==> config.mk <==
export PLATFORM = sky130hd
export DESIGN_NAME = dmem_access_responder_flat
export DESIGN_NICKNAME = d
export VERILOG_FILES = /design/src/rtl/dmem_access_responder_if.sv /design/src/rtl/dmem_access_responder.sv /design/src/flat_wrapper.sv
export SDC_FILE = /design/constraint.sdc
export NUM_CORES = 1
export LEC_CHECK = 0
export BUFFER_PORTS_ARGS = -buffer_cell sky130_fd_sc_hd__buf_2
export CAP_MARGIN = 25
export CORE_ASPECT_RATIO = 2
export CORE_MARGIN = 5
export CORE_UTILIZATION = 30
export CTS_CLUSTER_DIAMETER = 50
export DETAILED_ROUTE_END_ITERATION = 8
export HOLD_SLACK_MARGIN = 0.02
export SKIP_LAST_GASP = 1
export SLEW_MARGIN = 5
export SYNTH_ARGS = -nofsm -noshare
export SYNTH_HDL_FRONTEND = slang
export SYNTH_SLANG_ARGS = --single-unit
==> constraint.sdc <==
create_clock -name clk -period 2.95 [get_ports clk]
set_clock_uncertainty 0.15 [all_clocks]
set_input_delay 0.4425 -clock clk [delete_from_list [all_inputs] [get_ports clk]]
set_output_delay 0.4425 -clock clk [all_outputs]
set_load 0.005 [all_outputs]
==> src/rtl/dmem_access_responder_if.sv <==
// Request/response bundle between the memory access stage (master) and the
// data-memory responder (slave).
//   req_valid/req_ready : request handshake, accepted when both high
//   req_addr            : byte address
//   req_is_load/store   : access kind (neither = no-op, both = error)
//   req_width           : 00 byte, 01 half, 10 word, 11 illegal
//   req_unsigned        : zero-extend sub-word loads
//   req_wdata           : right-aligned store data
//   resp_valid          : one-cycle response pulse
//   resp_rdata          : extended load data (0 for store/error/no-op)
//   resp_error          : misaligned/illegal request flag
interface dmem_access_responder_if;
  logic        req_valid;
  logic        req_ready;
  logic [31:0] req_addr;
  logic        req_is_load;
  logic        req_is_store;
  logic [1:0]  req_width;
  logic        req_unsigned;
  logic [31:0] req_wdata;
  logic        resp_valid;
  logic [31:0] resp_rdata;
  logic        resp_error;

  modport master (
    output req_valid, req_addr, req_is_load, req_is_store, req_width,
           req_unsigned, req_wdata,
    input  req_ready, resp_valid, resp_rdata, resp_error
  );

  modport slave (
    input  req_valid, req_addr, req_is_load, req_is_store, req_width,
           req_unsigned, req_wdata,
    output req_ready, resp_valid, resp_rdata, resp_error
  );
endinterface

==> src/rtl/dmem_access_responder.sv <==
// Data-memory responder: accepts one load/store at a time, drives a
// word-wide synchronous SRAM with byte enables, and returns extended load
// data or a store completion after WAIT_CYCLES extra wait states.
//   clk, rst  : clock, synchronous active-high reset
//   dmem      : request/response bundle (slave side)
//   mem_en    : SRAM access strobe (ACCESS state only)
//   mem_we    : SRAM byte write enables
//   mem_addr  : SRAM word address
//   mem_wdata : lane-steered write data
//   mem_rdata : SRAM read data, valid the cycle after mem_en
module dmem_access_responder #(
  parameter int unsigned ADDR_W      = 14,
  parameter int unsigned WAIT_CYCLES = 0
) (
  input  logic                  clk,
  input  logic                  rst,
  dmem_access_responder_if.slave dmem,
  output logic                  mem_en,
  output logic [3:0]            mem_we,
  output logic [ADDR_W-1:0]     mem_addr,
  output logic [31:0]           mem_wdata,
  input  logic [31:0]           mem_rdata
);

  typedef enum logic [1:0] {IDLE, ACCESS, WAIT, RESP} state_t;

  localparam logic [3:0] WAIT_INIT = (WAIT_CYCLES > 0) ? 4'(WAIT_CYCLES - 1) : '0;

  state_t          state, state_nx;
  logic [ADDR_W+1:0] addr_r;
  logic [31:0]     wdata_r;
  logic [1:0]      width_r;
  logic            uns_r, load_r, store_r, err_r, legal_r;
  logic [3:0]      cnt;
  logic            cap;
  logic [31:0]     load_data, resp_rdata_r;
  logic            resp_error_r;

  logic            accept, req_err, req_legal;
  logic [3:0]      lane_mask;
  logic [31:0]     shifted, extracted, data_now, rdata_now;

  assign accept = dmem.req_valid && (state == IDLE);

  always_comb begin
    req_err = 1'b0;
    if (dmem.req_width == 2'b11) req_err = 1'b1;
    if (dmem.req_width == 2'b01 && dmem.req_addr[0]) req_err = 1'b1;
    if (dmem.req_width == 2'b10 && dmem.req_addr[1:0] != 2'b00) req_err = 1'b1;
    if (dmem.req_is_load && dmem.req_is_store) req_err = 1'b1;
    req_legal = !req_err && (dmem.req_is_load || dmem.req_is_store);
  end

  always_comb begin
    state_nx = state;
    case (state)
      IDLE:    if (accept) state_nx = req_legal ? ACCESS : RESP;
      ACCESS:  state_nx = (WAIT_CYCLES > 0) ? WAIT : RESP;
      WAIT:    if (cnt == '0) state_nx = RESP;
      RESP:    state_nx = IDLE;
      default: state_nx = IDLE;
    endcase
  end

  always_ff @(posedge clk) begin
    if (rst) begin
      state        <= IDLE;
      addr_r       <= '0;
      wdata_r      <= '0;
      width_r      <= '0;
      uns_r        <= 1'b0;
      load_r       <= 1'b0;
      store_r      <= 1'b0;
      err_r        <= 1'b0;
      legal_r      <= 1'b0;
      cnt          <= '0;
      cap          <= 1'b0;
      load_data    <= '0;
      resp_rdata_r <= '0;
      resp_error_r <= 1'b0;
    end else begin
      state <= state_nx;
      if (accept) begin
        addr_r  <= dmem.req_addr[ADDR_W+1:0];
        wdata_r <= dmem.req_wdata;
        width_r <= dmem.req_width;
        uns_r   <= dmem.req_unsigned;
        load_r  <= req_legal && dmem.req_is_load;
        store_r <= req_legal && dmem.req_is_store;
        err_r   <= req_err;
        legal_r <= req_legal;
      end
      // SRAM data arrives the cycle after ACCESS; keep it for late responses.
      cap <= (state == ACCESS);
      if (cap) load_data <= extracted;
      if (state_nx == WAIT && state != WAIT) cnt <= WAIT_INIT;
      else if (state == WAIT) cnt <= cnt - 4'd1;
      // Response values are latched at RESP so they hold until the next one.
      if (state == RESP) begin
        resp_rdata_r <= rdata_now;
        resp_error_r <= err_r;
      end
    end
  end

  always_comb begin
    case (width_r)
      2'b00:   lane_mask = 4'b0001 << addr_r[1:0];
      2'b01:   lane_mask = addr_r[1] ? 4'b1100 : 4'b0011;
      default: lane_mask = 4'b1111;
    endcase
  end

  always_comb begin
    case (width_r)
      2'b00:   mem_wdata = {4{wdata_r[7:0]}};
      2'b01:   mem_wdata = {2{wdata_r[15:0]}};
      default: mem_wdata = wdata_r;
    endcase
  end

  // Half accesses are aligned, so the byte shift also selects the half lane.
  assign shifted = mem_rdata >> {addr_r[1:0], 3'b000};

  always_comb begin
    extracted = '0;
    if (load_r) begin
      case (width_r)
        2'b00:   extracted = uns_r ? {24'b0, shifted[7:0]}
                                   : {{24{shifted[7]}}, shifted[7:0]};
        2'b01:   extracted = uns_r ? {16'b0, shifted[15:0]}
                                   : {{16{shifted[15]}}, shifted[15:0]};
        default: extracted = mem_rdata;
      endcase
    end
  end

  assign data_now  = cap ? extracted : load_data;
  assign rdata_now = legal_r ? data_now : '0;

  assign mem_en   = (state == ACCESS);
  assign mem_we   = (state == ACCESS && store_r) ? lane_mask : '0;
  assign mem_addr = addr_r[ADDR_W+1:2];

  assign dmem.req_ready  = (state == IDLE);
  assign dmem.resp_valid = (state == RESP);
  assign dmem.resp_rdata = (state == RESP) ? rdata_now : resp_rdata_r;
  assign dmem.resp_error = (state == RESP) ? err_r : resp_error_r;

endmodule
==> src/flat_wrapper.sv <==
// flat-port wrapper written by rule: the top's interface ports become plain ports
module dmem_access_responder_flat 
#(
  parameter int unsigned ADDR_W      = 14,
  parameter int unsigned WAIT_CYCLES = 0
)
  (clk, rst, mem_en, mem_we, mem_addr, mem_wdata, mem_rdata, dmem_req_valid, dmem_req_addr, dmem_req_is_load, dmem_req_is_store, dmem_req_width, dmem_req_unsigned, dmem_req_wdata, dmem_req_ready, dmem_resp_valid, dmem_resp_rdata, dmem_resp_error);
  dmem_access_responder_if dmem_i ();
  input  logic clk;
  input  logic rst;
  output logic mem_en;
  output logic [3:0] mem_we;
  output logic [ADDR_W-1:0] mem_addr;
  output logic [31:0] mem_wdata;
  input  logic [31:0] mem_rdata;
  input wire logic [$bits(dmem_i.req_valid)-1:0] dmem_req_valid;
  input wire logic [$bits(dmem_i.req_addr)-1:0] dmem_req_addr;
  input wire logic [$bits(dmem_i.req_is_load)-1:0] dmem_req_is_load;
  input wire logic [$bits(dmem_i.req_is_store)-1:0] dmem_req_is_store;
  input wire logic [$bits(dmem_i.req_width)-1:0] dmem_req_width;
  input wire logic [$bits(dmem_i.req_unsigned)-1:0] dmem_req_unsigned;
  input wire logic [$bits(dmem_i.req_wdata)-1:0] dmem_req_wdata;
  output wire logic [$bits(dmem_i.req_ready)-1:0] dmem_req_ready;
  output wire logic [$bits(dmem_i.resp_valid)-1:0] dmem_resp_valid;
  output wire logic [$bits(dmem_i.resp_rdata)-1:0] dmem_resp_rdata;
  output wire logic [$bits(dmem_i.resp_error)-1:0] dmem_resp_error;
  assign dmem_i.req_valid = dmem_req_valid;
  assign dmem_i.req_addr = dmem_req_addr;
  assign dmem_i.req_is_load = dmem_req_is_load;
  assign dmem_i.req_is_store = dmem_req_is_store;
  assign dmem_i.req_width = dmem_req_width;
  assign dmem_i.req_unsigned = dmem_req_unsigned;
  assign dmem_i.req_wdata = dmem_req_wdata;
  assign dmem_req_ready = dmem_i.req_ready;
  assign dmem_resp_valid = dmem_i.resp_valid;
  assign dmem_resp_rdata = dmem_i.resp_rdata;
  assign dmem_resp_error = dmem_i.resp_error;
  dmem_access_responder #(.ADDR_W(ADDR_W), .WAIT_CYCLES(WAIT_CYCLES)) u_core (.clk(clk), .rst(rst), .dmem(dmem_i), .mem_en(mem_en), .mem_we(mem_we), .mem_addr(mem_addr), .mem_wdata(mem_wdata), .mem_rdata(mem_rdata));
endmodule
=== After elaboration in Yosys (flattened, before gate mapping) ===
Cells that the tools add are included.

* Flip-flop bits (word level): 127
* Bits of input ports: 104
* Output and inout port bits: 86
* Logic and storage cells: 62

* Add/sub/neg operators: 1
* Equal/unequal tests: 9
* Shift-type cells: 2
* Multiplexer cells: 20
* Reductions and logical operators: 16

{| class="wikitable"
|+ Operator list
! kind !! count
|-
| 32-bit 2-to-1 mux || 6
|-
| 32-bit case mux with 2 select lines || 2
|-
| 32-bit by 5-bit >> shifter with 16-bit output || 1
|-
| 2-bit equality test, second input constant || 5
|-
| 1-bit logical AND || 9
|-
| 4-bit 2-to-1 mux || 2
|-
| 2-bit case mux with 4 select lines || 1
|-
| 4-bit case mux with 2 select lines || 1
|-
| 2-bit by 1-bit equality test with 1-bit output, second input constant || 3
|-
| 2-bit 2-to-1 mux || 3
|-
| 1-bit 2-to-1 mux || 5
|-
| 2-bit zero test || 2
|-
| 4-bit zero test || 1
|-
| 1-bit by 2-bit << shifter with 4-bit output, first input constant || 1
|-
| 4-bit by 1-bit subtractor with 4-bit output, second input constant || 1
|-
| 2-bit inequality test, second input constant || 1
|-
| 2-bit nonzero test || 1
|-
| 2-bit OR reduction || 1
|-
| 1-bit zero test || 1
|-
| 1-bit logical OR || 1
|}

=== Logic depth before layout (Yosys ltp) ===
* Depth after elaboration: 13
* Mapped depth: 7
* Depth with buffers taken out: 6

=== Worst setup path after synthesis ===
Ideal clock, no wire load.

* Kind: register to output
* Start point: reg u_core.state[0]
* End point: out dmem_resp_rdata[22]
* Arrival: 1.579 ns
* Required time: 2.358 ns
* Setup slack: 0.779 ns
* Cell stages (with the launch flop): 7
* Path buffers: 1
* Cell sequence: dfxtp_1 > ha_1 > nand4_1 > nor2_1 > clkbuf_1 > a222oi_1 > nand2_1

* Cells in the longest elaborated chain, start to end: 2

{| class="wikitable"
|+ RTL lines
! element !! RTL line !! text
|-
| start, declared || dmem_access_responder.sv:29 || <nowiki>state_t state, state_nx;</nowiki>
|-
| start signal, assigned || dmem_access_responder.sv:82 || <nowiki>state <= state_nx;</nowiki>
|-
| 2-bit equality test || - ||
|-
| named net dmem_resp_valid || flat_wrapper.sv:24 || <nowiki>output wire logic [$bits(dmem_i.resp_valid)-1:0] dmem_resp_valid;</nowiki>
|-
| 32-bit 2-to-1 mux || dmem_access_responder.sv:147 || <nowiki>assign dmem.resp_rdata = (state == RESP) ? rdata_now : resp_rdata_r;</nowiki>
|-
| end, declared || flat_wrapper.sv:25 || <nowiki>output wire logic [$bits(dmem_i.resp_rdata)-1:0] dmem_resp_rdata;</nowiki>
|}

The timed path passes the listed nets, and every way through them passes these cells.

=== Worst setup path in the final report ===
* Start point: reg u_core.addr_r[0]
* End point: out dmem_resp_rdata[8]

* Cells in the longest elaborated chain, start to end: 7
* Elaborated cells between the ends (all ways): 8
* Those cells by class: shift (1); mux (7)

{| class="wikitable"
|+ RTL lines
! element !! RTL line !! text
|-
| start, declared || dmem_access_responder.sv:30 || <nowiki>logic [ADDR_W+1:0] addr_r;</nowiki>
|-
| start signal, assigned || dmem_access_responder.sv:84 || <nowiki>addr_r <= dmem.req_addr[ADDR_W+1:0];</nowiki>
|-
| 32-bit by 5-bit >> shifter with 16-bit output * || dmem_access_responder.sv:123 || <nowiki>assign shifted = mem_rdata >> {addr_r[1:0], 3'b000};</nowiki>
|-
| 32-bit 2-to-1 mux, on equally long branches || dmem_access_responder.sv:131, dmem_access_responder.sv:129 ||
|-
| 32-bit case mux with 2 select lines * || dmem_access_responder.sv:128 || <nowiki>case (width_r)</nowiki>
|-
| 32-bit 2-to-1 mux * || dmem_access_responder.sv:127 || <nowiki>if (load_r) begin</nowiki>
|-
| 32-bit 2-to-1 mux * || dmem_access_responder.sv:138 || <nowiki>assign data_now = cap ? extracted : load_data;</nowiki>
|-
| 32-bit 2-to-1 mux * || dmem_access_responder.sv:139 || <nowiki>assign rdata_now = legal_r ? data_now : '0;</nowiki>
|-
| 32-bit 2-to-1 mux * || dmem_access_responder.sv:147 ||
|}

Every way passes the cells marked *; elsewhere a longest branch is shown, timed or not.

==> results_dict.tcl <==
set metrics [dict create \
    reg2reg_slack_ns 0.69 \
    cts_root_buf "clkbuf_16" \
    totalWireLength_um 20600 \
    synth-edff-count 0 \
    grt_pass1_wl_um 31800 \
    vias_per_cell 5.06 \
    p_per_area_mw_per_mm2 780 \
    drv_cap 0 \
    max_freq_mhz 355 \
    critPathArrivalTime_ns 2.22 \
    cts_tree "built" \
    fin_crit_sh_pct 95.5 \
    p_comb_share_pct 26.3 \
    hold_viol 0 \
    post-dp-hpwl_um 15100 \
    min_to "u_core.wdata_r[19]" \
    rsz0062_at_grt "true" \
    wire_per_inst_um 18.1 \
    cts_hold_buf 0 \
    clock_sinks 127 \
    setup_violations 0 \
    min_path_type "input port to flip-flop" \
    netlist_area_sq_mm 0.00611 \
    synth-async-reset-ratio_pct 0 \
    placementRows 74 \
    reg2reg_depth 7 \
    initial_core_util_pct 30.1 \
    setup_tns_ns 0 \
    p_total_mw 6.17 \
    antenna_found_initial 3 \
    fp.dieH_um 212 \
    place_congestion 0.822 \
    internal-power_mw 4.26 \
    fin_nets 966 \
    final_cell_count_no_fill 1137 \
    placed_cells 1100 \
    r2r-end "u_core.load_r" \
    grt_pass1_vias 5790 \
    cp-start-kind "flip-flop" \
    slew_headroom_pct 28.2 \
    cts_buffer_depth 2 \
    num_vias 5757 \
    synth.avg_cell_area_sq_um 8.59 \
    critPathKind "flip-flop to output pin" \
    fp.coreArea_sq_mm 0.0203 \
    irDropWorstVdd_v 0.000326 \
    cts_buffers 17 \
    grt.total_usage_pct 17.3 \
    overflow 0 \
    synthCells 711 \
    power.share.sequential_pct 33.6 \
    io_buffers 173 \
    grt_max_degree 58 \
    drt_iter0_markers 358 \
    crit_path_end_kind "output pin" \
    hold_depth 3 \
    ys.flop_type "dfxtp_1" \
    drtPass1Iterations 7 \
    clk_pin_slew_worst_paths_ns 0.06 \
    yosysSeqAreaShare_pct 41.6 \
    synth_nets 821 \
    ys_warn_count 0 \
    swShare_pct 31.0 \
    ys_ff_latch 127 \
    clock_latency_ns 0.41 \
    p_leak_nw 3.44 \
    crit_required_ns 2.36 \
    final_antenna_net_count 0 \
    timing.rr.start "u_core.state[1]" \
    min_from "dmem_req_wdata[19]" \
    yosysUniqueCellTypes 61 \
    die-area_sq_mm 0.0235 \
    worst_pin_slew_ns 1.07 \
    htreeDepth 4 \
    io_pins 190 \
    cp_max_fo 15 \
    drc 0 \
    switching_power_mw 1.91 \
    area_growth_pct 29.5 \
    period_minus_slack_ns 2.82 \
    power_frac_clock_pct 40.1 \
    status "finished clean" \
    die_width_um 111 \
    drive_gt1_share_pct 33.8 \
    maxSlewViolCount 0 \
]
## worst max-delay path by stage
stage                startpoint                  end  cells after the start
2_1_floorplan   u_core.state[0]  dmem_resp_rdata[22]                      6
3_3_place_gp    u_core.state[0]  dmem_resp_rdata[27]                      7
3_5_place_dp    u_core.state[0]   dmem_resp_rdata[4]                      8
4_1_cts        u_core.addr_r[0]   dmem_resp_rdata[8]                      7
5_1_grt        u_core.addr_r[1]   dmem_resp_rdata[6]                      6
6_report       u_core.addr_r[0]   dmem_resp_rdata[8]                      7
## timing repair
action	in CTS	in global routing
pin swaps	2	3
hold endpoints to repair	0	0
resized for setup	5	6
cloned	0	0
buffers inserted	3	0
endpoints found under the setup margin	18	11
## logic make-up after synthesis
| logic type | share of synthesized area, % |
|---|---|
| AOI/OAI and AO/OA | 25.5 |
| xor gates and xnor gates | 0.717 |
| adders and majority gates | 1.23 |
| buffers and inverters | 7.60 |
| DFF | 41.6 |
| muxes | 6.67 |
| and+or+nand+nor | 16.6 |
## worst max-delay path, cell delays in order, from the launching register on
cell      delay [ns]
dfxtp_1         0.43
buf_4           0.26
nand2b_2        0.20
o21ai_2         0.12
a222oi_1        0.37
buf_4           0.21
a21oi_1         0.08
buf_2           0.14
## sequential cells by signal (all words and copies together), names as in the netlist, 2 cells and up
name,count
u_core.cnt,4
u_core.state,2
u_core.wdata_r,32
u_core.resp_rdata_r,32
u_core.addr_r,16
u_core.width_r,2
u_core.load_data,32
## layout make-up
| type | count | area (sq um) |
|---|---|---|
| inverter | 14 | 56.3 |
| sequential | 127 | 2540 |
| multi-input combinational | 491 | 3140 |
| clock inverter | 12 | 228 |
| tap | 266 | 333 |
| timing repair buffer | 205 | 1140 |
| antenna | 2 | 5.00 |
| clock buffer | 20 | 467 |
| fill | 2152 | 12400 |
## power by group through the flow
stage | clock network, mW | logic, mW | registers, mW
global placement | 0 | 1.60 | 2.10
global route | 2.61 | 1.79 | 2.10
finish | 2.48 | 1.62 | 2.07
CTS | 2.53 | 1.64 | 2.07
detailed placement | 0 | 1.62 | 2.10
floorplan | 0 | 1.17 | 2.02
## stage by stage
step	util (%)	area (sq um)	hold WS [ns]	setup WS, ns
after global routing	39.0	7910	0.104	-0.0109
final	39.0	7910	0.112	0.134
after detailed placement	35.3	7150	0.294	0.316
after CTS	38.9	7890	0.0890	0.0154
after floorplan	-	6110	0.268	0.779
after global placement	35.3	7150	0.287	0.383
## routing by layer
metal  wire length [um]  global-route usage, %  vias up
li1                   -                      -     2818
met1               7420                   17.3     2706
met2              11100                   32.2      196
met3               1190                   4.38       35
met4                824                   9.61        2
met5                 11                      0        -
## cell usage after synthesis (13+ instances only)
master | number | area [sq um]
buf_4 | 22 | 165
nand2_1 | 146 | 548
mux2_2 | 17 | 191
mux2i_1 | 18 | 180
clkbuf_1 | 37 | 139
a22o_1 | 20 | 175
dfxtp_1 | 127 | 2540
a221o_1 | 16 | 160
buf_2 | 13 | 65.1
a21oi_1 | 86 | 430
o21ai_0 | 13 | 65.1
inv_1 | 14 | 52.6
nor2_1 | 36 | 135
a222oi_1 | 23 | 230
## cell usage in the layout, fill, tap and decap left out, drive strengths merged, types with 2 or more instances in the layout
| cell | Yosys | final |
|---|---|---|
| buf | 41 | 205 |
| nand2 | 147 | 147 |
| dfxtp | 127 | 127 |
| a21oi | 86 | 86 |
| nor2 | 43 | 43 |
| a222oi | 23 | 23 |
| a22o | 20 | 20 |
| clkbuf | 38 | 20 |
| mux2i | 19 | 19 |
| mux2 | 17 | 17 |
| a221o | 16 | 16 |
| inv | 14 | 16 |
| o21ai | 15 | 15 |
| a211oi | 11 | 11 |
| o211ai | 8 | 8 |
| o21bai | 7 | 7 |
| nor3b | 7 | 7 |
| and2 | 7 | 7 |
| nor3 | 6 | 6 |
| a2bb2oi | 6 | 6 |
| a31oi | 6 | 6 |
| bufinv | 0 | 6 |
| ha | 6 | 6 |
| xnor2 | 4 | 4 |
| nand2b | 4 | 4 |
| nor2b | 3 | 3 |
| or2 | 3 | 3 |
| o31ai | 3 | 3 |
| diode | 0 | 2 |
| clkinvlp | 0 | 2 |
| a2111oi | 2 | 2 |
| a32oi | 2 | 2 |
| clkinv | 0 | 2 |
(Power assumes the default switching activity.)
